File: config.mk
export PLATFORM = sky130hd
export DESIGN_NAME = action_queue
export DESIGN_NICKNAME = d
export VERILOG_FILES = /design/src/rtl/petris_pkg.sv /design/src/rtl/action_queue_debouncer.sv /design/src/rtl/action_queue.sv
export SDC_FILE = /design/constraint.sdc
export NUM_CORES = 1
export LEC_CHECK = 0
export ABC_AREA = 1
export BUFFER_PORTS_ARGS = -buffer_cell sky130_fd_sc_hd__buf_4
export CAP_MARGIN = 0
export CORE_ASPECT_RATIO = 1.5
export CORE_MARGIN = 2
export CORE_UTILIZATION = 59
export DETAILED_ROUTE_END_ITERATION = 12
export PLACE_DENSITY = 0.78
export SYNTH_ARGS = -nofsm -noshare
export SYNTH_HDL_FRONTEND = slang
export SYNTH_SLANG_ARGS = --single-unit
File: constraint.sdc
create_clock -name clock -period 2.4 [get_ports clock]
set_input_delay 0 -clock clock [delete_from_list [all_inputs] [get_ports clock]]
set_output_delay 0 -clock clock [all_outputs]
set_load 0.05 [all_outputs]
File: src/rtl/petris_pkg.sv
// rtl/petris_pkg.sv - shared action code constants
package petris_pkg;

  localparam logic [1:0] ACT_NONE  = 2'b00;
  localparam logic [1:0] ACT_RIGHT = 2'b01;
  localparam logic [1:0] ACT_LEFT  = 2'b10;

endpackage

File: src/rtl/action_queue_debouncer.sv
// rtl/action_queue_debouncer.sv - two-flop synchronizer plus counter debouncer for one button
module debouncer #(
  parameter int DEBOUNCE_CYCLES = 16
) (
  input  logic clock,
  input  logic reset,
  input  logic raw_i,
  output logic stable_o
);

  localparam int CW = $clog2(DEBOUNCE_CYCLES + 1);

  logic          sync1_q, sync2_q;
  logic          stable_q, stable_d;
  logic [CW-1:0] cnt_q, cnt_d;

  // The toggle fires on the cycle the count would reach DEBOUNCE_CYCLES.
  always_comb begin
    stable_d = stable_q;
    cnt_d    = '0;
    if (sync2_q != stable_q) begin
      if (cnt_q == CW'(DEBOUNCE_CYCLES - 1)) begin
        stable_d = ~stable_q;
      end else begin
        cnt_d = cnt_q + 1'b1;
      end
    end
  end

  always_ff @(posedge clock) begin
    if (reset) begin
      sync1_q  <= 1'b0;
      sync2_q  <= 1'b0;
      stable_q <= 1'b0;
      cnt_q    <= '0;
    end else begin
      sync1_q  <= raw_i;
      sync2_q  <= sync1_q;
      stable_q <= stable_d;
      cnt_q    <= cnt_d;
    end
  end

  assign stable_o = stable_q;

endmodule

File: src/rtl/action_queue.sv
// rtl/action_queue.sv - debounced button press/auto-repeat events into a small FIFO
module action_queue
  import petris_pkg::*;
#(
  parameter int DEBOUNCE_CYCLES = 16,
  parameter int REPEAT_DELAY    = 8,
  parameter int REPEAT_RATE     = 3,
  parameter int FIFO_DEPTH      = 4
) (
  input  logic                          clock,
  input  logic                          reset,
  input  logic [1:0]                    actions,
  input  logic                          frame_tick,
  output logic                          action_valid,
  output logic [1:0]                    action_code,
  input  logic                          action_ready,
  output logic                          overflow,
  output logic [$clog2(FIFO_DEPTH):0]   fifo_count
);

  localparam int PW = $clog2(FIFO_DEPTH);
  localparam int RW = $clog2(REPEAT_DELAY + 1);

  logic [1:0] stable, stable_prev_q;
  logic [1:0] press, rpt_hit;
  logic       tick_q, tick_d1_q, frame_edge;

  assign frame_edge = tick_q & ~tick_d1_q;

  for (genvar b = 0; b < 2; b++) begin : g_btn
    logic          alone;
    logic          hit;
    logic [RW-1:0] rpt_q, rpt_d;

    debouncer #(.DEBOUNCE_CYCLES(DEBOUNCE_CYCLES)) u_deb (
      .clock   (clock),
      .reset   (reset),
      .raw_i   (actions[b]),
      .stable_o(stable[b])
    );

    assign alone = stable[b] & ~stable[1-b];

    // Counter stays zero unless this button is the only one held; release clears it.
    always_comb begin
      rpt_d = '0;
      hit   = 1'b0;
      if (alone && stable_prev_q[b]) begin
        rpt_d = rpt_q;
        if (frame_edge) begin
          if (rpt_q == RW'(REPEAT_DELAY - 1)) begin
            hit   = 1'b1;
            rpt_d = RW'(REPEAT_DELAY - REPEAT_RATE);
          end else begin
            rpt_d = rpt_q + 1'b1;
          end
        end
      end
    end

    always_ff @(posedge clock) begin
      if (reset) rpt_q <= '0;
      else       rpt_q <= rpt_d;
    end

    assign press[b]   = alone & ~stable_prev_q[b];
    assign rpt_hit[b] = hit;
  end

  logic       ev_valid;
  logic [1:0] ev_code;

  assign ev_valid = |(press | rpt_hit);
  assign ev_code  = (press[1] | rpt_hit[1]) ? ACT_LEFT :
                    (press[0] | rpt_hit[0]) ? ACT_RIGHT : ACT_NONE;

  logic [1:0]    mem_q [FIFO_DEPTH];
  logic [PW-1:0] wr_ptr_q, wr_ptr_d, rd_ptr_q, rd_ptr_d;
  logic [PW:0]   count_q, count_d;
  logic          overflow_q, overflow_d;
  logic          do_push, do_pop;

  assign do_pop  = action_valid & action_ready;
  assign do_push = ev_valid & ((count_q != (PW+1)'(FIFO_DEPTH)) | do_pop);

  always_comb begin
    wr_ptr_d   = do_push ? wr_ptr_q + 1'b1 : wr_ptr_q;
    rd_ptr_d   = do_pop  ? rd_ptr_q + 1'b1 : rd_ptr_q;
    count_d    = count_q;
    if (do_push && !do_pop)      count_d = count_q + 1'b1;
    else if (!do_push && do_pop) count_d = count_q - 1'b1;
    overflow_d = overflow_q | (ev_valid & ~do_push);
  end

  always_ff @(posedge clock) begin
    if (reset) begin
      stable_prev_q <= 2'b00;
      tick_q        <= 1'b0;
      tick_d1_q     <= 1'b0;
      wr_ptr_q      <= '0;
      rd_ptr_q      <= '0;
      count_q       <= '0;
      overflow_q    <= 1'b0;
    end else begin
      stable_prev_q <= stable;
      tick_q        <= frame_tick;
      tick_d1_q     <= tick_q;
      wr_ptr_q      <= wr_ptr_d;
      rd_ptr_q      <= rd_ptr_d;
      count_q       <= count_d;
      overflow_q    <= overflow_d;
    end
  end

  always_ff @(posedge clock) begin
    if (!reset && do_push) mem_q[wr_ptr_q] <= ev_code;
  end

  assign action_valid = (count_q != '0);
  assign action_code  = action_valid ? mem_q[rd_ptr_q] : ACT_NONE;
  assign overflow     = overflow_q;
  assign fifo_count   = count_q;

endmodule
==> run metrics <==
status finished, final reports clean; proportion of layout cells with a drive suffix above 1 0.2548; Worst R2R End fifo_count[2]; largest net degree at the start of global routing 18; HP Class input port to flip-flop; Final nets 276; Filler cells 269; DR DRC count 0; post-synth cell types 29; Setup TNS 0 ns; die height around 76 um; cell area after synthesis 0.002027 mm2; RePlAce Congestion about 0.75; design area 0.002379 mm2; Tmin final roughly 2.2 ns; clock transition at the registers of the reported paths approximately 0.08 ns; slowest cell on the critical path dfxtp_2; Worst Path Arrival 2.43 ns; Post-Syn Nets 251; core area roughly 0.0034 mm2; die width between 50 and 60 um; Critical Path Start g_btn[1].rpt_q[1]; fmax between 0.4 and 0.5 GHz; M1 wire length 1.297 mm; number of I/O pins 13; CP startpoint kind flip-flop; Slew @ Worst Pin just under 0.3 ns; Seq cells post-synth 46; Initial Util 0.6049; DR iter-0 viols 22; Leakage 0.9462 nW; overflow left after global routing 0; Max Used Layer met4; VDD IR-drop max just under 0.0007 V; Clk Latency, worst-skew pair 0.30 ns; worst reg2reg startpoint g_btn[1].rpt_q[1]; Setup CP Type flip-flop to flip-flop; Critical Path, Cell by Cell ha_4 > nand2_1 > nor2_2 > nand2_1 > nand2_1 > nand2_2 > nand2_4 > nand2_4 > inv_2 > ha_2 > inv_2 > fa_2 > a21oi_2 > o21ai_2 > o21ai_1 > a21oi_1; crit-path max cell delay 0.37 ns; via count approximately 1,500; area of the die 0.003930 mm2; Multi-input gate area slightly below 900 um2; register area share after synthesis 0.4938; Post-synth EDFFs 8; cells after synthesis approximately 230; crit path max fanout 5; Tot GR Track Use 0.1748; Clock Tree Buf Depth 2; WL met2 1.775 mm; Syn Area/Cell ~8.7 um2; Clock Tree Root clkbuf_8; vias in the first global route between 1,000 and 1,500; WL met3 approximately 87 um; Final period util 0.9289; Pwr Density approximately 810 mW/mm2; row count 26; placed inst area 0.002161 mm2; CTS tree done; Port Buffers 12; Main synth FF type dfxtp_1; WL final roughly 3.2 mm; Num CTS Buffers 5; FFs w/ async S/R, synth 0; Setup crit end fifo_count[2]; CTS Sinks 46; drt via density about 5; Final Hold Fails 0; number of antenna diodes 0; H-tree Lvls 2; Final Max Slew Viols 0; Slew headroom 0.8067; final clock skew 0.004181 ns; Crit path required time around 2.6 ns; drt pass-1 iters 4; DR WL/cell ~11 um; first-pass GRT wire length approximately 5.1 mm; CP dominant cell by count nand2_1; Syn. warnings 0; Crit. End Element flip-flop; R2R depth 16; initial antenna violation count 0; reg2reg setup slack around 0.17 ns; Top Family by Delay on Critical Path adder cells; Setup violations, final 0; sequential cell area roughly 0.001 mm2; WHS about 0.028 ns; area grow syn2layout 17.35%; Layout Utilization 0.7099; Buffers & Inverters on Critical Path 2; Post-DRT Antenna Nets 0; total of max-cap violations 0; critical path depth 16; detailed placer's ending HPWL roughly 2.2 mm
registers in the layout (all words and copies together) (netlist names), named ones only:
| signal | flops |
|---|---|
| g_btn.rpt_q | 8 |
| g_btn.u_deb.sync1_q | 2 |
| tick_q | 1 |
| stable_prev_q | 2 |
| overflow | 1 |
| tick_d1_q | 1 |
| g_btn.u_deb.cnt_q | 10 |
| mem_q | 8 |
| fifo_count | 3 |
| g_btn.u_deb.stable_o | 2 |
| g_btn.u_deb.sync2_q | 2 |
| rd_ptr_q | 2 |
| wr_ptr_q | 2 |
logic make-up after synthesis:
group           Yosys count  synth area share
simple gates             81            0.2037
buf+inv                  49           0.09320
flops                    46            0.4938
compound gates           42            0.1185
fa+ha+maj                12           0.07778
xor+xnor                  3           0.01297
report_power, final:
group          internal (mW)  switching, mW  leakage, nW
logic                  0.175          0.354        0.488
clock network          0.264          0.247       0.0544
registers              0.828         0.0647        0.404
worst register-to-register path, delay by kind of cell (launching register included):
family                   cells  cell delay, ns
AO/OA/AOI/OAI                4            0.37
adder cells (fa/ha/maj)      3            0.66
buffers and inverters        2            0.11
flip-flops                   1            0.37
AND/OR/NAND/NOR              7            0.62
final cells by class:
type                            instances  share of cell area
Sequential cell                        46              0.4240
Multi-Input combinational cell        138              0.3677
Inverter                               46             0.07259
Timing Repair Buffer                   21             0.06944
Clock buffer                            7             0.04051
Tap cell                               42             0.02209
Clock inverter                          1            0.003682
how the worst min path moves through the flow:
| stage | start | end | slack (ns) | depth (start not counted) |
|---|---|---|---|---|
| after floorplan | actions[0] | g_btn[0].u_deb.sync1_q | 0.11 | 2 |
| after global placement | actions[1] | g_btn[1].u_deb.sync1_q | 0.20 | 3 |
| after detailed placement | actions[1] | g_btn[1].u_deb.sync1_q | 0.21 | 3 |
| after CTS | reset | tick_q | 0.02 | 2 |
| after global routing | reset | fifo_count[0] | 0.03 | 2 |
| final | reset | g_btn[0].u_deb.sync2_q | 0.03 | 2 |
placed cells by master (no fill, tap or decap), types with 4 or more instances in the layout:
cell type and n:
nor3_2 4, a21oi_1 17, clkbuf_8 7, inv_2 8
edfxtp_1 8, buf_4 18, o21ai_0 9, nor2_1 34
nor2_2 5, ha_1 8, nand2_1 21, o21ai_1 6
inv_1 38, dfxtp_1 34, nand3_1 4, nand2_2 4
synth_stat cells (2+ instances only):
| master | number | area share |
|---|---|---|
| a21oi_1 | 18 | 0.044 |
| a31oi_1 | 2 | 0.0062 |
| ha_1 | 11 | 0.068 |
| o211ai_2 | 2 | 0.012 |
| o21ai_1 | 5 | 0.012 |
| nor2_2 | 5 | 0.015 |
| nand2_1 | 21 | 0.039 |
| nor3b_1 | 2 | 0.0074 |
| o21bai_1 | 2 | 0.0074 |
| o21ai_0 | 11 | 0.027 |
| dfxtp_1 | 38 | 0.38 |
| nand2_4 | 2 | 0.011 |
| nand3_1 | 4 | 0.0099 |
| nand2_2 | 4 | 0.012 |
| nor3_2 | 4 | 0.020 |
| inv_1 | 40 | 0.074 |
| a21oi_2 | 2 | 0.0086 |
| xor2_1 | 3 | 0.013 |
| edfxtp_1 | 8 | 0.12 |
| inv_2 | 6 | 0.011 |
| nand4_1 | 2 | 0.0062 |
| nor2_1 | 34 | 0.063 |
timing repair:
| item | 4_1_cts | 5_1_grt |
|---|---|---|
| buffers inserted | 0 | 5 |
| setup endpoints to repair | 0 | 1 |
| hold buffers | 3 | 0 |
| hold endpoints to repair | 3 | 0 |
| gates resized for setup | 0 | 17 |
metrics by stage:
stage	total power [mW]	setup slack, ns	instances
after floorplan	1.279	0.1470	233
after global placement	1.398	0.1389	285
after detailed placement	1.411	0.08595	285
after CTS	1.925	0.07086	296
after global routing	2.036	-0.01920	301
final	1.933	0.1705	301
layer usage:
layer | up-vias | GRT usage
met3 | 7 | 0.05882
met4 | 0 | 0.08480
met1 | 669 | 0.1732
met5 | - | 0
li1 | 786 | -
met2 | 13 | 0.3207
Power figures use the tool's default switching activity.
